===== src/rtl/imem_loader.sv =====
// Boot-time byte-stream loader for the instruction memory; holds the core in reset until the program is loaded.
// Optional trailing XOR checksum byte is enabled by defining IMEM_LOADER_CHECKSUM_EN.
module imem_loader #(
  parameter int DEPTH_WORDS = 256,
  parameter int CNT_W       = $clog2(DEPTH_WORDS) + 1
) (
  input  logic             clk,
  input  logic             rst,
  input  logic             in_valid,
  input  logic [7:0]       in_byte,
  input  logic             in_last,
  output logic             in_ready,
  output logic             wr_en,
  output logic [31:0]      wr_addr,
  output logic [31:0]      wr_data,
  output logic             cpu_rst_n,
  output logic             done,
  output logic             error,
  output logic [CNT_W-1:0] word_count
);

  typedef enum logic [1:0] {LOAD, CHECK, DONE, ERR} state_t;

  localparam logic [CNT_W-1:0] FULL = CNT_W'(DEPTH_WORDS);

  state_t      state;
  logic [1:0]  byte_idx;
  logic [23:0] asm_q;
  logic [31:0] word_next;
  logic        accept;
`ifdef IMEM_LOADER_CHECKSUM_EN
  logic [7:0]  xor_q;
`endif

  assign in_ready = (state == LOAD) || (state == CHECK);
  assign accept   = in_valid && in_ready;

  // Place the incoming byte after the held bytes; a short final word is zero-padded at the bottom.
  always_comb begin
    word_next = 32'h0;
    case (byte_idx)
      2'd0: word_next = {in_byte, 24'h0};
      2'd1: word_next = {asm_q[7:0], in_byte, 16'h0};
      2'd2: word_next = {asm_q[15:0], in_byte, 8'h0};
      2'd3: word_next = {asm_q, in_byte};
      default: word_next = 32'h0;
    endcase
  end

  always_ff @(posedge clk) begin
    if (rst) begin
      state      <= LOAD;
      byte_idx   <= 2'd0;
      asm_q      <= 24'h0;
      wr_en      <= 1'b0;
      wr_addr    <= 32'h0;
      wr_data    <= 32'h0;
      cpu_rst_n  <= 1'b0;
      done       <= 1'b0;
      error      <= 1'b0;
      word_count <= '0;
`ifdef IMEM_LOADER_CHECKSUM_EN
      xor_q      <= 8'h0;
`endif
    end else begin
      wr_en <= 1'b0;
      if (accept) begin
        case (state)
          LOAD: begin
            if (word_count == FULL) begin
              // Memory already full: drop the byte, ignore in_last, and fail.
              state <= ERR;
              error <= 1'b1;
            end else begin
`ifdef IMEM_LOADER_CHECKSUM_EN
              xor_q <= xor_q ^ in_byte;
`endif
              if (byte_idx == 2'd3 || in_last) begin
                wr_en      <= 1'b1;
                wr_addr    <= 32'({word_count, 2'b00});
                wr_data    <= word_next;
                word_count <= word_count + CNT_W'(1);
                byte_idx   <= 2'd0;
                asm_q      <= 24'h0;
              end else begin
                byte_idx <= byte_idx + 2'd1;
                asm_q    <= {asm_q[15:0], in_byte};
              end
              if (in_last) begin
`ifdef IMEM_LOADER_CHECKSUM_EN
                state <= CHECK;
`else
                state     <= DONE;
                done      <= 1'b1;
                cpu_rst_n <= 1'b1;
`endif
              end
            end
          end
`ifdef IMEM_LOADER_CHECKSUM_EN
          CHECK: begin
            if (in_byte == xor_q) begin
              state     <= DONE;
              done      <= 1'b1;
              cpu_rst_n <= 1'b1;
            end else begin
              state <= ERR;
              error <= 1'b1;
            end
          end
`endif
          default: ;
        endcase
      end
    end
  end

endmodule


===== config.mk =====
export PLATFORM = sky130hd
export DESIGN_NAME = imem_loader
export DESIGN_NICKNAME = d
export VERILOG_FILES = /design/src/rtl/imem_loader.sv
export SDC_FILE = /design/constraint.sdc
export NUM_CORES = 1
export LEC_CHECK = 0
export BUFFER_PORTS_ARGS = -buffer_cell sky130_fd_sc_hd__buf_2
export CORE_MARGIN = 10
export CORE_UTILIZATION = 50
export CTS_BUF_LIST = sky130_fd_sc_hd__clkbuf_4
export CTS_CLUSTER_DIAMETER = 200
export CTS_CLUSTER_SIZE = 10
export DETAILED_ROUTE_END_ITERATION = 10
export GPL_ROUTABILITY_DRIVEN = 0
export PLACE_DENSITY = 0.75
export SLEW_MARGIN = 20
export SYNTH_ARGS = -nofsm -noshare
export SYNTH_HDL_FRONTEND = slang
export SYNTH_SLANG_ARGS = --single-unit

===== constraint.sdc =====
create_clock -name clk -period 4.2 [get_ports clk]
set_input_delay 0.42 -clock clk [delete_from_list [all_inputs] [get_ports clk]]
set_output_delay 0.42 -clock clk [all_outputs]
set_load 0.05 [all_outputs]

==> results of run 1 <==
[worst max path at each step]
| stage | startpoint | to | slack [ns] | cells past startpoint |
|---|---|---|---|---|
| after floorplan | word_count[0]$_SDFFE_PP0P_ | wr_data[18]$_SDFFE_PP0P_ | 2.17 | 7 |
| after global placement | word_count[2]$_SDFFE_PP0P_ | wr_addr[7]$_SDFFE_PP0P_ | 1.72 | 5 |
| after detailed placement | word_count[2]$_SDFFE_PP0P_ | wr_addr[8]$_SDFFE_PP0P_ | 1.64 | 5 |
| after CTS | word_count[2]$_SDFFE_PP0P_ | wr_data[3]$_SDFFE_PP0P_ | 1.61 | 5 |
| after global routing | byte_idx[0]$_SDFFE_PP0P_ | wr_data[28]$_SDFFE_PP0P_ | 1.77 | 6 |
| final | byte_idx[0]$_SDFFE_PP0P_ | wr_data[18]$_SDFFE_PP0P_ | 1.89 | 7 |
[cells by family after synthesis]
logic type                 count (synthesis)  share of synthesized area, %
buffers and inverters                     70                          10.9
DFF                                       81                          42.5
AOI/OAI and AO/OA                        114                          20.8
adders and majority gates                  6                          1.97
other                                      1                        0.0984
and+or+nand+nor                          159                          22.3
xor gates and xnor gates                   6                          1.38
[per-stage QoR]
| step | util, % | setup WS [ns] |
|---|---|---|
| after floorplan | - | 2.17 |
| after global placement | 54.7 | 1.72 |
| after detailed placement | 54.7 | 1.64 |
| after CTS | 56.5 | 1.61 |
| after global routing | 57.1 | 1.77 |
| final | 57.1 | 1.89 |
[flip-flops by register name, indices dropped and copies added (netlist names)]
name	count
state	2
wr_en	1
word_count	9
byte_idx	2
error	1
done	1
wr_addr	9
asm_q	24
wr_data	32
[final cells by class]
cell class / count / area [um^2] / area share, %
clock buffers: 9 / 67.6 / 1.61
clock inverters: 7 / 70.1 / 1.67
inverters: 8 / 30.0 / 0.717
multi-input cells: 308 / 1870 / 44.7
flip-flops and latches: 81 / 1620 / 38.7
well taps: 99 / 124 / 2.96
repair buffers: 72 / 403 / 9.62
[worst max-delay path, delay by kind of cell (launching register included)]
kind / cells / cell delay (ns)
AO/OA/AOI/OAI: 2 / 0.44
buffers and inverters: 2 / 0.60
AND/OR/NAND/NOR: 2 / 0.64
adder cells (fa/ha/maj): 1 / 0.16
flip-flops: 1 / 0.40
[report_power, final]
| part | internal [uW] | switching (uW) | leakage (uW) |
|---|---|---|---|
| clock network | 180 | 275 | 0.0000660 |
| registers | 781 | 11.2 | 0.000655 |
| logic | 40.2 | 160 | 0.000816 |
| total | 1000 | 446 | 0.00154 |
[synthesized netlist by cell type, types with 2 or more instances]
cell type | number | area share (%)
a32oi_1 | 8 | 1.8
nor2_1 | 25 | 2.5
clkbuf_1 | 27 | 2.7
a22oi_1 | 8 | 1.6
inv_1 | 8 | 0.79
o21ai_1 | 2 | 0.26
dfxtp_1 | 81 | 43
nand3_1 | 30 | 3.9
nand4_1 | 2 | 0.33
nand2_1 | 31 | 3.1
buf_6 | 4 | 1.2
nand2b_1 | 17 | 2.8
a222oi_1 | 16 | 4.2
o21ai_0 | 23 | 3.0
a21oi_1 | 33 | 4.3
o31ai_1 | 2 | 0.39
nor4_1 | 3 | 0.49
buf_4 | 24 | 4.7
buf_2 | 5 | 0.66
nand2_2 | 16 | 2.6
a21oi_2 | 17 | 3.9
or3_1 | 17 | 2.8
ha_1 | 6 | 2.0
nand3b_1 | 8 | 1.6
xnor2_1 | 5 | 1.1
[per-layer routing]
layer  GRT usage (%)  routed length (um)  up-vias
li1                -                   -     1594
met1            21.6                4450     1542
met2            23.6                4100      156
met3            6.35                 930       11
met4            3.87                 131        0
met5               0                   0        -
==> results.cfg, run 1 <==
[min_path]
hold_depth = 3
holdPathEnd = asm_q[4]$_SDFFE_PP0P_
worstHoldStart = in_byte[4]
hp-class = primary input to flip-flop

[cts]
cts_buffers = 9
clk_path_buf_depth = 2
postCtsSetupRepairBufs = 0
cts_resized = 0
tritoncts = done
htree_num_levels = 3
clockRootBuffer = clkbuf_4
holdBufCountCts = 0
cts.sinks = 81
clk_pin_slew_ns = 0.13
clk_latency_ns = 0.43

[sta]
achievable-frequency_mhz = 433
maxSlewHeadroom_pct = 37.3
tightest_slew_ns = 0.940
final.min_clock_period_ns = 2.31
skew_ns = 0.0174
drv_slew = 0
finalSetupViolCount = 0
whs_ns = 0.288
post-route-period-util_pct = 55.0
rsz0062_at_grt = false
hold_viol_final = 0
fin_tns_setup_ns = 0

[floorplanning]
io_pins = 90
start_util_pct = 52.0
coreArea_mm2 = 0.00733
dieArea_mm2 = 0.0115
die_x_um = 107
die_y_um = 107
row_count = 31

[layout]
fin_cells = 584
fillers = 686
syn2layout_area_growth_pct = 9.88
final_area_mm2 = 0.00419
fin_nets = 498
drive_above_1_share_pct = 26.0
antenna_cells = 0
layout_commonest_cell = dfxtp_1
mostFrequentLayoutCells = 81 x dfxtp_1, 66 x buf_2, 33 x a21oi_1

[pwr]
ir_worst_vdd_mv = 0.278
finalPower_uw = 1450
power-per-cell-area_mw_per_mm2 = 345
total_leakage_power_uw = 0.00154

[worst_setup_path]
r2r_start = byte_idx[0]$_SDFFE_PP0P_
cpMaxStageDelayCell = dfxtp_1
rr_worst_depth = 7
cp_data_arrival_time_ns = 2.67
required_ns = 4.56
crit_chain = ha_1 > buf_4 > or2_2 > o211ai_4 > buf_8 > or3_1 > a21oi_1
r2r_slack_ns = 1.89
r2r-end = wr_data[18]$_SDFFE_PP0P_
start_kind = flip-flop
cpPeakStageDelay_ns = 0.40
critPathMaxFanout = 34
worstSetupPathType = flip-flop to flip-flop
worstSetupEndpointType = flip-flop

[routing]
via_per_inst = 5.66
drc_errors = 0
wl_per_cell_um = 16.5
drt_iter0_drc = 341
first_pass_iters = 5
drtAntennaViolNets = 0
wl_um = 9620
vias = 3303

[placement]
placedCellCount = 566
placed_area_mm2 = 0.00401
dpl.hpwl_um = 6650
numPortBuffers = 66

[synthesis]
ys_warn_count = 0
async_reset_ff_share_pct = 0
synth.avg_cell_area_um2 = 8.72
syn-cell-area_mm2 = 0.00381
synth_ff_type = dfxtp_1
yosysSeqAreaShare_pct = 42.5
synth_edf_count = 0
ys_ff_latch = 81
postSynthCellCount = 437
synth_cell_types = 44

[grt]
grt_first_pass_wirelength_um = 15100
grt_pass1_vias = 2941
antenna_found_initial = 0
grt_start_max_net_pins = 81
grt_overflow = 0
grt_use_total_pct = 16.1

[status]
status = finished clean

[flow_run]
cap_viol_max_count = 0
Note: power is estimated with default switching activity, not from simulation.
==> inputs of run 2 (changes only) <==
--- a/config.mk
+++ b/config.mk
@@ -5,6 +5,7 @@
 export SDC_FILE = /design/constraint.sdc
 export NUM_CORES = 1
 export LEC_CHECK = 0
+export ABC_AREA = 1
 export BUFFER_PORTS_ARGS = -buffer_cell sky130_fd_sc_hd__buf_2
 export CORE_MARGIN = 10
 export CORE_UTILIZATION = 50
@@ -13,7 +14,7 @@
 export CTS_CLUSTER_SIZE = 10
 export DETAILED_ROUTE_END_ITERATION = 10
 export GPL_ROUTABILITY_DRIVEN = 0
-export PLACE_DENSITY = 0.75
+export PLACE_DENSITY = 0.78
 export SLEW_MARGIN = 20
 export SYNTH_ARGS = -nofsm -noshare
 export SYNTH_HDL_FRONTEND = slang
==> constraint.sdc (replaced) <==
create_clock -name clk -period 1.95 [get_ports clk]
set_input_delay 0.195 -clock clk [delete_from_list [all_inputs] [get_ports clk]]
set_output_delay 0.195 -clock clk [all_outputs]
set_load 0.05 [all_outputs]
==> run 2 against run 1 <==
Against the previous run: final area up 5.6%; global-route usage up 0.26 points; utilization increased by 0.11 points; clock skew fell by 0.0018 ns; setup slack worse by 1.8 ns; critical endpoint is now wr_data[20]$_SDFFE_PP0P_; largest cell class unchanged.
==> results.cfg, run 2 <==
[min_path]
hold_depth = 3
hp-class = primary input to flip-flop
worstHoldStart = in_byte[1]

[worst_setup_path]
critPathMaxFanout = 37
path_buf_inv = 3
worstSetupEndpointType = flip-flop
start_kind = flip-flop
rr_worst_depth = 9
cp_data_arrival_time_ns = 2.18
critPathTopFamily = simple AND/OR/NAND/NOR gates
required_ns = 2.31
cpPeakStageDelay_ns = 0.37
crit_start = byte_idx[0]$_SDFFE_PP0P_
cp.depth = 9
crit_chain = ha_1 > inv_2 > nand2_2 > nand3_4 > nand2_4 > inv_2 > buf_12 > nand2_1 > nand2_1
worstSetupPathType = flip-flop to flip-flop
cpMaxStageDelayCell = dfxtp_1
r2r_start = byte_idx[0]$_SDFFE_PP0P_

[floorplanning]
row_count = 32
dieArea_mm2 = 0.0119
die_y_um = 109
die_x_um = 109
start_util_pct = 51.1
coreArea_mm2 = 0.00773
io_pins = 90

[synthesis]
synth_edf_count = 0
synth_commonest_cells = 228 x nand2_1, 81 x dfxtp_1, 35 x a21oi_1, 35 x inv_1, 34 x buf_4
synth_top_cell_area_share_pct = 41.0
yosysSeqAreaShare_pct = 41.0
synthTopCellsByArea = dfxtp_1 41%, nand2_1 22%, buf_4 6.5%
postSynthCellCount = 563
synth_cell_types = 29
ys_ff_latch = 81
synth.avg_cell_area_um2 = 7.02
synth_ff_type = dfxtp_1
synth_most_common_cell = nand2_1
yosysTopAreaCell = dfxtp_1
ys_warn_count = 0
async_reset_ff_share_pct = 0
syn-cell-area_mm2 = 0.00395

[sta]
post-route-period-util_pct = 93.1
final.min_clock_period_ns = 1.82
hold_viol_final = 0
maxSlewHeadroom_pct = 62.3
tightest_slew_ns = 0.563
finalSetupViolCount = 0
whs_ns = 0.0592
skew_ns = 0.0156
fin_tns_setup_ns = 0
achievable-frequency_mhz = 551
rsz0062_at_grt = false
drv_slew = 0

[pwr]
ir_worst_vdd_mv = 0.353
power-per-cell-area_mw_per_mm2 = 789
total_leakage_power_uw = 0.00215

[cts]
clockRootBuffer = clkbuf_4
cts.sinks = 81
htree_num_levels = 3
cts_buffers = 9
clk_latency_ns = 0.42
holdBufCountCts = 0
postCtsSetupRepairBufs = 0
cts_resized = 0
clk_pin_slew_ns = 0.13
tritoncts = done
clk_path_buf_depth = 2

[grt]
grt_pass1_vias = 3330
antenna_found_initial = 1
grt_start_max_net_pins = 39
grt_use_total_pct = 16.4
grt_overflow = 0
grt_first_pass_wirelength_um = 15900

[layout]
seqCellArea_mm2 = 0.00162
reg.largest.list = wr_data x32, asm_q x24
mostFrequentLayoutCells = 228 x nand2_1, 80 x dfxtp_1, 66 x buf_2
drive_above_1_share_pct = 18.6
layout_commonest_cell = nand2_1
fin_cells = 731
top_register = wr_data
final_area_mm2 = 0.00442
syn2layout_area_growth_pct = 11.9
multi_input_area_mm2 = 0.00191
fin_nets = 641
largest_reg_flops = 32
fillers = 728

[flow_run]
cap_viol_max_count = 0

[routing]
via_per_inst = 5.01
drt_iter0_drc = 253
wl_um = 10000
vias = 3661
first_pass_iters = 6
drtAntennaViolNets = 0
wl_per_cell_um = 13.7
drc_errors = 0

[placement]
placedCellCount = 714
placed_area_mm2 = 0.00426
numPortBuffers = 66
dpl.hpwl_um = 7110

[status]
status = finished clean
-- run 2: cell count changes after synthesis, sizes merged, moves of 10 or more --
cell / delta
a21oi: -15
a222oi: -16
clkbuf: -18
inv: +32
nand2: +185
nand2b: -17
nor2: +18
o21ai: -10
or3: -17
-- run 2: final timing paths --
| path | slack, ns | to |
|---|---|---|
| setup / recovery | 0.13 | wr_data[20]$_SDFFE_PP0P_ |
| hold / removal | 0.06 | wr_data[1]$_SDFFE_PP0P_ |
| setup reg to reg | 0.13 | wr_data[20]$_SDFFE_PP0P_ |
| hold reg to reg | 0.45 | wr_data[12]$_SDFFE_PP0P_ |
-- run 2: kinds of logic (layout without fill, tap and decap cells) --
logic type | after synthesis | after routing | synth area share, %
xor gates and xnor gates | 2 | 2 | 0.443
buffers and inverters | 92 | 135 | 12.9
adders and majority gates | 6 | 6 | 1.90
and+or+nand+nor | 312 | 312 | 34.0
AOI/OAI and AO/OA | 69 | 69 | 9.62
other | 1 | 24 | 0.0949
DFF | 81 | 81 | 41.0
-- run 2: power by group --
| group | switching, uW | internal (uW) | leakage, uW |
|---|---|---|---|
| Clock | 582 | 526 | 0.0000777 |
| Combinational | 483 | 149 | 0.00141 |
| Sequential | 39.0 | 1710 | 0.000658 |
| Total | 1100 | 2390 | 0.00215 |
-- run 2: worst register-to-register path, stage by stage, from the launching register on --
cell and delay [ns]:
dfxtp_1 0.37, ha_1 0.23, inv_2 0.18, nand2_2 0.19, nand3_4 0.21, nand2_4 0.07, inv_2 0.14, buf_12 0.21
nand2_1 0.09, nand2_1 0.06
-- run 2: area by class of cell --
type / instances / share of cell area (%)
Antenna cell: 1 / 0.0566
Clock buffer: 10 / 1.70
Clock inverter: 6 / 1.87
Inverter: 40 / 3.39
Multi-Input combinational cell: 412 / 43.1
Sequential cell: 81 / 36.7
Tap cell: 102 / 2.89
Timing Repair Buffer: 79 / 10.3
-- run 2: layer usage --
metal / routed length (um) / vias up / GRT usage (%)
li1: - / 1839 / -
met1: 4230 / 1625 / 20.4
met2: 4640 / 168 / 26.0
met3: 853 / 29 / 2.89
met4: 281 / 0 / 9.60
met5: 0 / - / 0
-- run 2: per-stage QoR --
step,utilization (%),power [uW],setup WS (ns)
final,57.2,3490,0.135
after global routing,57.2,3630,0.00495
after global placement,55.1,2400,0.233
after detailed placement,55.1,2410,0.167
after CTS,57.2,3500,0.124
after floorplan,-,2320,0.0453
==> inputs of run 3 (changes only) <==
--- a/config.mk
+++ b/config.mk
@@ -15,6 +15,7 @@
 export DETAILED_ROUTE_END_ITERATION = 10
 export GPL_ROUTABILITY_DRIVEN = 0
 export PLACE_DENSITY = 0.78
+export RECOVER_POWER = 25
 export SLEW_MARGIN = 20
 export SYNTH_ARGS = -nofsm -noshare
 export SYNTH_HDL_FRONTEND = slang
==> run 3 against run 2 <==
Against the previous run: final area shrank 0.93%; maximum frequency grew 0.19%; sequential share of layout area grew 0.35 points; routed wire length grew 0.27%; sequential power is essentially flat; largest power group unchanged.
==> results.cfg, run 3 (synthesis gave the netlist of run 2 again) <==
[min_path]
hp-class = primary input to flip-flop
hold_depth = 3

[grt]
antenna_found_initial = 1
grt_start_max_net_pins = 39
grt_overflow = 0
grt_pass1_vias = 3330
grt_first_pass_wirelength_um = 15900
grt_use_total_pct = 16.4

[layout]
largest_reg_flops = 32
drive_above_1_share_pct = 13.4
seqCellArea_mm2 = 0.00162
final_area_mm2 = 0.00438
final_core_util_pct = 56.7
fin_nets = 641
mostFrequentLayoutCells = 228 x nand2_1, 80 x dfxtp_1, 35 x inv_1, 35 x a21oi_1
reg.largest.list = wr_data x32, asm_q x24
multi_input_area_mm2 = 0.00191
fin_cells = 731
top_register = wr_data
layout_commonest_cell = nand2_1
fillers = 745
syn2layout_area_growth_pct = 10.9

[floorplanning]
start_util_pct = 51.1
row_count = 32
coreArea_mm2 = 0.00773
die_x_um = 109
dieArea_mm2 = 0.0119
die_y_um = 109
io_pins = 90

[cts]
cts.sinks = 81
clk_latency_ns = 0.43
cts_resized = 0
holdBufCountCts = 0
clk_path_buf_depth = 2
htree_num_levels = 3
postCtsSetupRepairBufs = 0
clockRootBuffer = clkbuf_4
cts_buffers = 9
tritoncts = done
clk_pin_slew_ns = 0.13

[placement]
numPortBuffers = 66
placedCellCount = 714
placed_area_mm2 = 0.00426
dpl.hpwl_um = 7110

[sta]
hold_viol_final = 0
fin_tns_setup_ns = 0
maxSlewHeadroom_pct = 57.1
post-route-period-util_pct = 92.9
drv_slew = 0
final.min_clock_period_ns = 1.81
skew_ns = 0.0138
whs_ns = 0.0521
achievable-frequency_mhz = 552
tightest_slew_ns = 0.646
finalSetupViolCount = 0
rsz0062_at_grt = false

[worst_setup_path]
critPathMaxFanout = 37
worstSetupEndpointType = flip-flop
cp_data_arrival_time_ns = 2.18
rr_worst_depth = 9
start_kind = flip-flop
required_ns = 2.32
worstSetupPathType = flip-flop to flip-flop

[routing]
drt_iter0_drc = 251
drtAntennaViolNets = 0
via_per_inst = 4.97
drc_errors = 0
wl_um = 10000
wl_per_cell_um = 13.7
first_pass_iters = 6
vias = 3631

[status]
status = finished clean

[pwr]
ir_worst_vdd_mv = 0.355
power-per-cell-area_mw_per_mm2 = 797
total_leakage_power_uw = 0.00201

[flow_run]
cap_viol_max_count = 0
## run 3: path summary, 6_finish.rpt
path	start	to	slack, ns
worst max-delay path	byte_idx[0]$_SDFFE_PP0P_	wr_data[20]$_SDFFE_PP0P_	0.14
worst min-delay path	in_byte[1]	wr_data[1]$_SDFFE_PP0P_	0.05
worst min register to register	wr_data[12]$_SDFFE_PP0P_	wr_data[12]$_SDFFE_PP0P_	0.45
worst max register to register	byte_idx[0]$_SDFFE_PP0P_	wr_data[20]$_SDFFE_PP0P_	0.14
## run 3: where the power goes
| part | internal [uW] | switching, uW | total [uW] |
|---|---|---|---|
| Combinational | 147 | 483 | 630 |
| Sequential | 1710 | 39.1 | 1750 |
| Clock | 526 | 583 | 1110 |
## run 3: metrics by stage
step	power [uW]	worst slack [ns]
finish	3490	0.138
global route	3630	0.00495
CTS	3500	0.124
detailed placement	2410	0.167
global placement	2400	0.233
floorplan	2320	0.0453
## run 3: routing by layer
layer  vias to the layer above  GRT usage (%)  wire length [um]
met2                       142           26.0              4670
met1                      1624           20.4              4260
met4                         0           9.60               276
met5                         -              0                 0
met3                        24           2.89               818
li1                       1841              -                 -
## run 3: final cells by class
cell class | instances | area share, %
inverter | 40 | 3.43
multi-input combinational | 412 | 43.5
sequential | 81 | 37.0
clock inverter | 6 | 1.88
tap | 102 | 2.91
clock buffer | 10 | 1.71
antenna | 1 | 0.0571
timing repair buffer | 79 | 9.48
## run 3: worst max-delay path: stages (launching register included)
cell     delay, ns
dfxtp_1       0.37
ha_1          0.23
inv_2         0.18
nand2_2       0.19
nand3_4       0.21
nand2_4       0.07
inv_2         0.14
buf_12        0.20
nand2_1       0.07
nand2_1       0.06
